## src/rtl/bnn_load_tx_pkg.sv

```systemverilog
// Shared geometry and state encoding for the serial image/weight load transmitter.
// Pixel and weight counts are derived from the image side and the filter shape.
package bnn_pkg;
    localparam int IMG_DIM = 28;
    localparam int K_DIM   = 3;
    localparam int N_FILT  = 8;
    localparam int N_PIX   = IMG_DIM * IMG_DIM;
    localparam int N_WGT   = N_FILT * K_DIM * K_DIM;

    typedef enum logic [2:0] {
        ST_IDLE,
        ST_SEND,
        ST_WAIT_ACK,
        ST_DONE,
        ST_ERR
    } tx_state_t;
endpackage

```

## src/rtl/bnn_load_tx_seq_counter.sv

```systemverilog
// Row/col pixel walk plus level/trit/bit weight walk, advanced together on each strobe.
// Zero latency to the index outputs; en low holds position, clr restarts at pixel 0.
module load_seq_counter
    import bnn_pkg::*;
(
    input  logic       clk,
    input  logic       reset_n,
    input  logic       clr,
    input  logic       en,
    output logic [4:0] row,
    output logic [4:0] col,
    output logic [2:0] lvl,
    output logic [1:0] trt,
    output logic [1:0] bt,
    output logic       w_act,
    output logic       last
);
    logic [9:0] idx;
    logic [6:0] widx;

    assign last  = (idx == 10'(N_PIX - 1));
    assign w_act = (widx < 7'(N_WGT));

    always_ff @(posedge clk or negedge reset_n) begin
        if (!reset_n) begin
            idx  <= '0;
            row  <= '0;
            col  <= '0;
            widx <= '0;
            lvl  <= '0;
            trt  <= '0;
            bt   <= '0;
        end else if (clr) begin
            idx  <= '0;
            row  <= '0;
            col  <= '0;
            widx <= '0;
            lvl  <= '0;
            trt  <= '0;
            bt   <= '0;
        end else if (en) begin
            // idx parks on the final pixel so row/col never run past the image
            if (!last) begin
                idx <= idx + 10'd1;
                if (col == 5'(IMG_DIM - 1)) begin
                    col <= '0;
                    row <= row + 5'd1;
                end else begin
                    col <= col + 5'd1;
                end
            end
            if (w_act) begin
                widx <= widx + 7'd1;
                if (bt == 2'(K_DIM - 1)) begin
                    bt <= '0;
                    if (trt == 2'(K_DIM - 1)) begin
                        trt <= '0;
                        lvl <= lvl + 3'd1;
                    end else begin
                        trt <= trt + 2'd1;
                    end
                end else begin
                    bt <= bt + 2'd1;
                end
            end
        end
    end
endmodule

```

## src/rtl/bnn_load_tx.sv

```systemverilog
// Serialises a 28x28 binary image and 8x3x3 binary weights to the registers block, then awaits load_done.
// First strobe one cycle after start is taken; stall pauses the stream in place, abort returns to idle.
module bnn_load_tx
    import bnn_pkg::*;
#(
    parameter int ACK_TIMEOUT = 16
) (
    input  logic                              clk,
    input  logic                              reset_n,
    input  logic                              start,
    input  logic                              abort,
    input  logic                              stall,
    input  logic [IMG_DIM-1:0][IMG_DIM-1:0]   pixels_in,
    input  logic [K_DIM-1:0][K_DIM-1:0]       weights_in [0:N_FILT-1],
    input  logic                              load_done,
    output logic                              en_wr,
    output logic                              d_out_p,
    output logic                              d_out_w,
    output logic                              busy,
    output logic                              done,
    output logic                              err
);
    localparam int TW = $clog2(ACK_TIMEOUT + 1);

    tx_state_t   state;
    logic [TW-1:0] timer;
    logic [4:0]  row, col;
    logic [2:0]  lvl;
    logic [1:0]  trt, bt;
    logic        w_act, last;
    logic        idle_like, cnt_clr, cnt_en;

    assign idle_like = (state == ST_IDLE) || (state == ST_DONE) || (state == ST_ERR);
    assign cnt_clr   = !abort && start && idle_like;
    assign cnt_en    = !abort && (state == ST_SEND) && !stall;

    load_seq_counter u_cnt (
        .clk     (clk),
        .reset_n (reset_n),
        .clr     (cnt_clr),
        .en      (cnt_en),
        .row     (row),
        .col     (col),
        .lvl     (lvl),
        .trt     (trt),
        .bt      (bt),
        .w_act   (w_act),
        .last    (last)
    );

    always_ff @(posedge clk or negedge reset_n) begin
        if (!reset_n) begin
            state   <= ST_IDLE;
            timer   <= '0;
            en_wr   <= 1'b0;
            d_out_p <= 1'b0;
            d_out_w <= 1'b0;
            busy    <= 1'b0;
            done    <= 1'b0;
            err     <= 1'b0;
        end else if (abort) begin
            state   <= ST_IDLE;
            timer   <= '0;
            en_wr   <= 1'b0;
            d_out_p <= 1'b0;
            d_out_w <= 1'b0;
            busy    <= 1'b0;
            done    <= 1'b0;
            err     <= 1'b0;
        end else begin
            case (state)
                ST_IDLE, ST_DONE, ST_ERR: begin
                    if (start) begin
                        state <= ST_SEND;
                        busy  <= 1'b1;
                        done  <= 1'b0;
                        err   <= 1'b0;
                    end
                end
                ST_SEND: begin
                    // data bits keep their last value across a stall
                    if (stall) begin
                        en_wr <= 1'b0;
                    end else begin
                        en_wr   <= 1'b1;
                        d_out_p <= pixels_in[row][col];
                        d_out_w <= w_act ? weights_in[lvl][trt][bt] : 1'b0;
                        if (last) begin
                            state <= ST_WAIT_ACK;
                            timer <= '0;
                        end
                    end
                end
                ST_WAIT_ACK: begin
                    en_wr   <= 1'b0;
                    d_out_p <= 1'b0;
                    d_out_w <= 1'b0;
                    if (load_done) begin
                        state <= ST_DONE;
                        busy  <= 1'b0;
                        done  <= 1'b1;
                    end else if (timer == TW'(ACK_TIMEOUT - 1)) begin
                        state <= ST_ERR;
                        busy  <= 1'b0;
                        err   <= 1'b1;
                    end else begin
                        timer <= timer + TW'(1);
                    end
                end
                default: state <= ST_IDLE;
            endcase
        end
    end
endmodule

```

## config.mk

```make
export PLATFORM = sky130hd
export DESIGN_NAME = bnn_load_tx
export DESIGN_NICKNAME = d
export VERILOG_FILES = /design/src/rtl/bnn_load_tx_pkg.sv /design/src/rtl/bnn_load_tx_seq_counter.sv /design/src/rtl/bnn_load_tx.sv
export SDC_FILE = /design/constraint.sdc
export NUM_CORES = 1
export LEC_CHECK = 0
export CORE_AREA = 2 2 341 343
export DETAILED_ROUTE_END_ITERATION = 12
export DIE_AREA = 0 0 343 345
export SYNTH_ARGS = -nofsm -noshare
export SYNTH_HDL_FRONTEND = slang
export SYNTH_HIERARCHICAL = 1
export SYNTH_SLANG_ARGS = --single-unit
```

## constraint.sdc

```tcl
create_clock -name clk -period 3.6 [get_ports clk]
set_input_delay 0.72 -clock clk [delete_from_list [all_inputs] [get_ports clk]]
set_output_delay 0.72 -clock clk [all_outputs]
set_load 0.02 [all_outputs]
```

==> results of run 1 <==
==> cell families after synthesis <==
logic type,share of synthesized area
mux,0.538
simple gates,0.110
compound gates,0.143
buf+inv,0.0668
flops,0.121
xor+xnor,0.0124
fa+ha+maj,0.00886
==> stage by stage <==
stage | cell area [sq um] | instances | setup TNS [ns] | hold slack [ns] | util
after detailed placement | 20700 | 3256 | -0.00626 | 0.486 | 0.180
after floorplan | 9890 | 863 | 0 | 0.424 | -
after global routing | 20900 | 3267 | 0 | 0.540 | 0.182
final | 20900 | 3268 | 0 | 0.507 | 0.182
after global placement | 20700 | 3256 | -0.0542 | 0.489 | 0.180
after CTS | 20900 | 3264 | 0 | 0.506 | 0.181
==> routing by layer <==
| layer | wire length (um) | up-vias | GRT usage |
|---|---|---|---|
| met1 | 41200 | 6329 | 0.201 |
| met3 | 7000 | 83 | 0.0330 |
| li1 | - | 5436 | - |
| met2 | 45700 | 662 | 0.264 |
| met4 | 1250 | 30 | 0.0192 |
| met5 | 186 | - | 0 |
==> registers in the layout, summed over array words and instances (netlist names), 2 cells and up <==
| name | count |
|---|---|
| u_cnt/idx | 10 |
| u_cnt/widx | 7 |
| timer | 5 |
| u_cnt/col | 5 |
| u_cnt/row | 5 |
| state | 3 |
| u_cnt/lvl | 3 |
| u_cnt/bt | 2 |
| u_cnt/trt | 2 |
==> report_power, final <==
part	internal, mW	switching (mW)
clock network	0.278	0.218
registers	0.605	0.131
logic	1.26	0.800
==> worst max-delay path: stages, from the launching register on <==
cell      delay (ns)
dfrtp_4         0.73
buf_12          0.28
buf_4           0.19
mux4_2          0.51
a22oi_1         0.58
nand3_1         0.14
o211ai_1        0.20
a221oi_1        0.16
o41a_1          0.43
==> worst paths after layout <==
kind / startpoint / end / slack [ns]
max: u_cnt/row[0] / d_out_p / 0.21
min: err / err / 0.51
max reg2reg: u_cnt/row[0] / d_out_p / 0.21
min reg2reg: err / err / 0.51
max in group asynchronous: reset_n / state[0] / 2.38
min in group asynchronous: reset_n / err / 0.52
==> synth_stat cells (12+ instances only) <==
library cell and count:
a211oi_1 14, a21oi_1 37, a22oi_1 15, buf_2 24, buf_4 14, clkbuf_1 32
dfrtp_1 48, mux2i_1 82, mux4_1 17, mux4_2 174, nand2_1 59, nand3_1 17
nor2_1 49, nor3_1 20, o21ai_0 33, o22ai_1 15, xor2_1 12
==> cell type report <==
| class | instances | area share |
|---|---|---|
| Sequential cell | 48 | 0.0584 |
| Tap cell | 1524 | 0.0913 |
| Clock buffer | 6 | 0.00665 |
| Multi-Input combinational cell | 714 | 0.385 |
| Inverter | 10 | 0.00180 |
| Antenna cell | 4 | 0.000479 |
| Timing Repair Buffer | 960 | 0.456 |
| Clock inverter | 2 | 0.000659 |
==> cells in the final DEF, fill, tap and decap left out, types with 7 or more instances in the layout <==
| master | Yosys | final |
|---|---|---|
| nor2_1 | 49 | 46 |
| o21ai_0 | 33 | 33 |
| xor2_1 | 12 | 12 |
| a31oi_1 | 7 | 7 |
| nand2_1 | 59 | 59 |
| mux4_2 | 174 | 174 |
| o22ai_1 | 15 | 15 |
| buf_12 | 3 | 12 |
| mux2_2 | 11 | 11 |
| clkdlybuf4s50_1 | 0 | 866 |
| mux2i_1 | 82 | 82 |
| ha_1 | 7 | 7 |
| mux4_1 | 17 | 17 |
| a211oi_1 | 14 | 14 |
| inv_1 | 9 | 8 |
| a22o_1 | 7 | 7 |
| nor3_1 | 20 | 20 |
| a22oi_1 | 15 | 15 |
| nand4_1 | 7 | 7 |
| a21oi_1 | 37 | 37 |
| o221ai_1 | 10 | 10 |
| buf_4 | 14 | 81 |
| or3_1 | 8 | 8 |
| nand3_1 | 17 | 17 |
| nor2b_1 | 11 | 8 |
| dfrtp_1 | 48 | 42 |
==> metrics.md, run 1 <==
| Metric | Value |
|---|---|
| Status | `complete, no violations` |
| Max Slew Vio Count | `0` |
| Required time worst endpoint | `between 3 and 4 ns` |
| Total GRT Usage | `0.154` |
| Initial antenna violation count | `53` |
| Nets | `~2600` |
| Final hold vios | `0` |
| Worst-skew pair later-pin latency | `roughly 0.3 ns` |
| Yosys warning total | `6` |
| Synth cell types | `85` |
| # rows | `between 100 and 150` |
| Final setup fails | `0` |
| CTS tree | `done` |
| Most used DFF post-synth | `dfrtp_1` |
| Synth Area per Inst | `approximately 11 sq um` |
| CP max FO | `24` |
| I/O Buffers | `867` |
| Fraction of final layout cells sized beyond drive strength 1 | `0.183` |
| DRT Pass-1 Iters | `4` |
| Synth area leaders | `mux4_2 40%, dfrtp_1 12%, mux2i_1 8.3%, mux4_1 4.5%, nand2_1 2.2%` |
| Vias in the first global route | `13213` |
| Cell type with the largest total area after synthesis | `mux4_2` |
| Area of the multi-input gates | `between 0.008 and 0.009 sq mm` |
| Placer congestion estimate | `~0.95` |
| Tightest Hold Check Type | `register to register` |
| Max Clk Rate | `between 0.2 and 0.3 GHz` |
| FF+latch count, synth | `48` |
| Clock Path Buffers | `2` |
| Fillcell total | `12783` |
| Share of the synthesized area in the top cell type | `0.396` |
| Worst vdd ir | `approximately 0.16 mV` |
| Place WS | `-0.00626 ns` |
| Post-CTS Setup Bufs | `0` |
| Die area | `~0.12 sq mm` |
| Part of the cycle the worst path needs | `0.943` |
| Syn_nets | `approximately 1700` |
| R2R depth | `8` |
| Drt via density | `3.84` |
| Vias | `approximately 13000` |
| Root buf cell | `clkbuf_16` |
| Mapped Area | `between 0.009 and 0.01 sq mm` |
| Relative slew margins | `0.237` |
| CTS buffer count | `5` |
| Kind of critical path | `register to register` |
| Reg area | `~0.0012 sq mm` |
| Largest net degree at the start of global routing | `46` |
| Post-synth EDFFs | `0` |
| Max Cap Viol | `0` |
| DP HPWL | `around 86000 um` |
| Power Total | `approximately 3.3 mW` |
| Sequential area share after synthesis | `0.121` |
| CP Launch Type | `register` |
| Global-route wire length before repair | `around 120000 um` |
| WL/cell | `between 20 and 30 um` |
| Worst Slack Setup Final | `roughly 0.21 ns` |
| DRC Markers | `0` |
| Initial DRC Count | `roughly 780` |
| Synthesis-to-layout area growth | `111%` |
| I/O pin cnt | `between 800 and 900` |
| Post-route ant nets | `0` |
| Die W | `approximately 340 um` |
| Syn Inst Count | `863` |
| Initial Util | `0.0859` |
| # resized after CTS | `0` |
| Hold bufs inserted after CTS | `0` |
| Worst Setup End Kind | `register` |
| Async set or reset register ratio after synthesis | `1.00` |
| Power Dens Cells | `roughly 160 mW/mm^2` |
| Worst-margin pin slew | `around 1.1 ns` |
| Die Ht | `between 300 and 400 um` |
| Clock sinks | `48` |
| Worst EP arrival | `about 3.6 ns` |
| Clk slew on worst S/H paths | `approximately 0.07 ns` |
| Unrepaired setup endpoints after global routing | `no` |
| P_leak | `slightly below 7 nW` |
| Hold Path Depth | `1` |
| Global route overflow | `0` |
| Htree depth | `2` |
| Skew final | `between 0.006 and 0.007 ns` |
| Final WL | `95300 um` |
| Final min period | `roughly 3.4 ns` |
| CORE AREA | `0.115 sq mm` |
Note: power is estimated with default switching activity, not from simulation.
==> run 2: changes to the inputs <==
GPL_TIMING_DRIVEN = 1   (was unset)
==> results of run 2 <==
Final layout, timing and power as in run 1 (identical DEF).
==> run 3: changes to the inputs <==
GPL_ROUTABILITY_DRIVEN = 0   (was unset)
TNS_END_PERCENT = 50   (was unset)
==> metrics.md, run 3 (same netlist as run 1, synthesis figures left out) <==
| Metric | Value |
|---|---|
| Global-route wire length before repair | `121000 um (was 122000 um)` |
| Part of the cycle the worst path needs | `0.945 (was 0.943)` |
| Final min period | `3.40 ns (was 3.39 ns)` |
| Max Clk Rate | `0.294 GHz (was 0.295 GHz)` |
| Vias | `12907 (was 12540)` |
| CTS buffer count | `5 (unchanged)` |
| Worst EP arrival | `3.59 ns (was 3.57 ns)` |
| Nets | `2620 (was 2608)` |
| Largest register FFs | `10 (unchanged)` |
| Final WL | `94900 um (was 95300 um)` |
| Power share of the clock group | `0.164 (was 0.151)` |
| Reg-to-reg startpoint | `u_cnt/row[1] (was u_cnt/row[0])` |
| Clock sinks | `48 (unchanged)` |
| Die Ht | `345 um (unchanged)` |
| Synthesis-to-layout area growth | `113% (was 111%)` |
| Htree depth | `2 (unchanged)` |
| Fillcell total | `12753 (was 12783)` |
| Most frequent cells in the layout | `866 x clkdlybuf4s50_1, 174 x mux4_2, 91 x buf_4 (was 866 x clkdlybuf4s50_1, 174 x mux4_2, 82 x mux2i_1)` |
| # rows | `125 (unchanged)` |
| Largest register by flop count | `u_cnt/idx (unchanged)` |
| Final hold vios | `0 (unchanged)` |
| Skew final | `0.00615 ns (was 0.00652 ns)` |
| Initial DRC Count | `829 (was 781)` |
| CP max FO | `45 (was 24)` |
| Largest net degree at the start of global routing | `50 (was 46)` |
| Max Cap Viol | `0 (unchanged)` |
| Reg2reg setup slack | `0.20 ns (was 0.21 ns)` |
| Clk slew on worst S/H paths | `0.07 ns (about the same)` |
| R2R depth | `8 (unchanged)` |
| Commonest non-fill, non-tap cell in the layout | `clkdlybuf4s50_1 (unchanged)` |
| CTS tree | `done (unchanged)` |
| DRC Markers | `0 (unchanged)` |
| Relative slew margins | `0.314 (was 0.237)` |
| Worst-skew pair later-pin latency | `0.30 ns (about the same)` |
| Top flop regs | `u_cnt/idx (10), u_cnt/widx (7) (unchanged)` |
| Max Slew Vio Count | `0 (unchanged)` |
| Placed Area | `0.0208 sq mm (was 0.0207 sq mm)` |
| DP HPWL | `85500 um (was 86100 um)` |
| Kind of critical path | `register to register (unchanged)` |
| Register share of total power | `0.213 (was 0.224)` |
| Worst vdd ir | `0.196 mV (was 0.158 mV)` |
| Final setup fails | `0 (unchanged)` |
| Worst-margin pin slew | `1.02 ns (was 1.14 ns)` |
| Placed cells | `3263 (was 3256)` |
| Fin cells | `3293 (was 3268)` |
| I/O pin cnt | `868 (unchanged)` |
| WL/cell | `28.8 um (was 29.2 um)` |
| Post-route ant nets | `0 (unchanged)` |
| Status | `complete, no violations (unchanged)` |
| Worst-path cell chain | `buf_12 -> mux4_2 -> mux2_2 -> nand3_1 -> nand3_1 -> a311oi_1 -> a211oi_1 -> o41a_1 (was buf_12 -> buf_4 -> mux4_2 -> a22oi_1 -> nand3_1 -> o211ai_1 -> a221oi_1 -> o41a_1)` |
| Die W | `343 um (unchanged)` |
| P_leak | `6.88 nW (was 6.82 nW)` |
| Initial Util | `0.0859 (unchanged)` |
| I/O Buffers | `867 (unchanged)` |
| Root buf cell | `clkbuf_16 (unchanged)` |
| Required time worst endpoint | `3.78 ns (about the same)` |
| Design Area, Final | `0.0211 sq mm (was 0.0209 sq mm)` |
| Worst Setup End Kind | `register (unchanged)` |
| Net Sw Power | `1.17 mW (was 1.15 mW)` |
| Most Frequent Cell on Critical Path | `nand3_1` |
| Die area | `0.118 sq mm (unchanged)` |
| Pint | `2.20 mW (was 2.14 mW)` |
| Tightest Hold Check Type | `input pin to async pin (was register to register)` |
| Critical Path Max Stage Delay | `0.57 ns (was 0.73 ns)` |
| CP Launch Type | `register (unchanged)` |
| Fraction of final layout cells sized beyond drive strength 1 | `0.189 (was 0.183)` |
| Drt via density | `3.92 (was 3.84)` |
| Total GRT Usage | `0.153 (was 0.154)` |
| Global route overflow | `0 (unchanged)` |
| Sw Share | `0.347 (was 0.349)` |
| # resized after CTS | `0 (unchanged)` |
| Clock Path Buffers | `2 (unchanged)` |
| CORE AREA | `0.115 sq mm (unchanged)` |
| DRT Pass-1 Iters | `5 (was 4)` |
| Comb power frac | `0.623 (was 0.625)` |
| Unrepaired setup endpoints after global routing | `no (unchanged)` |
| Vias in the first global route | `13236 (was 13213)` |
| Power Dens Cells | `160 mW/mm^2 (was 158 mW/mm^2)` |
| Reg2reg end | `d_out_p (unchanged)` |
| Critical path's slowest cell | `a311oi_1 (was dfrtp_4)` |
| Initial antenna violation count | `67 (was 53)` |
-- run 3: power by group through the flow --
stage               clock network (mW)  logic (mW)  registers (mW)
finish                           0.553        2.10           0.719
floorplan                            0       0.612           0.683
detailed placement                   0        2.13           0.732
global route                     0.587        2.24           0.737
CTS                              0.568        2.14           0.722
global placement                     0        2.13           0.732
-- run 3: cell type report --
class | count | area, sq um | share of cell area
repair buffers | 972 | 9630 | 0.457
multi-input cells | 714 | 8050 | 0.382
well taps | 1524 | 1910 | 0.0906
flip-flops and latches | 48 | 1220 | 0.0580
clock buffers | 5 | 125 | 0.00594
clock inverters | 3 | 42.5 | 0.00202
diodes | 17 | 42.5 | 0.00202
inverters | 10 | 37.5 | 0.00178
-- run 3: what timing repair did --
action	CTS	global route
endpoints found under the setup margin	0	1
hold endpoints to repair	0	0
hold buffers	0	0
buffers inserted	0	5
-- run 3: how the worst max path moves through the flow --
stage                   startpoint            to  slack [ns]
finish                u_cnt/row[1]       d_out_p        0.20
CTS                   u_cnt/row[0]       d_out_p        0.03
detailed placement  pixels_in[441]       d_out_p       -0.06
global route          u_cnt/row[1]       d_out_p        0.06
floorplan                    abort  u_cnt/trt[1]        0.64
global placement      u_cnt/row[0]       d_out_p       -0.33
-- run 3: per-layer routing --
metal | share of wire | track usage | routed length, um | up-vias
met3 | 0.098 | 0.0492 | 9310 | 115
li1 | - | - | - | 5468
met1 | 0.42 | 0.194 | 39400 | 6429
met2 | 0.47 | 0.253 | 44200 | 849
met4 | 0.018 | 0.0296 | 1720 | 46
met5 | 0.0033 | 0 | 311 | -
-- run 3: metrics by stage --
step / TNS, ns / total power, mW / hold WS [ns] / utilization / setup slack [ns]
2_1_floorplan: 0 / 1.29 / 0.424 / - / 0.640
3_3_place_gp: -0.332 / 2.86 / 0.485 / 0.180 / -0.332
3_5_place_dp: -0.0614 / 2.87 / 0.484 / 0.181 / -0.0614
4_1_cts: 0 / 3.43 / 0.499 / 0.182 / 0.0349
5_1_grt: 0 / 3.56 / 0.526 / 0.183 / 0.0585
6_report: 0 / 3.37 / 0.471 / 0.183 / 0.197
-- run 3: worst max-delay path, delay by kind of cell, from the launching register on --
family | cells | cell delay (ns)
compound gates | 3 | 1.17
buf+inv | 1 | 0.28
simple gates | 2 | 0.25
flops | 1 | 0.56
mux | 2 | 0.94
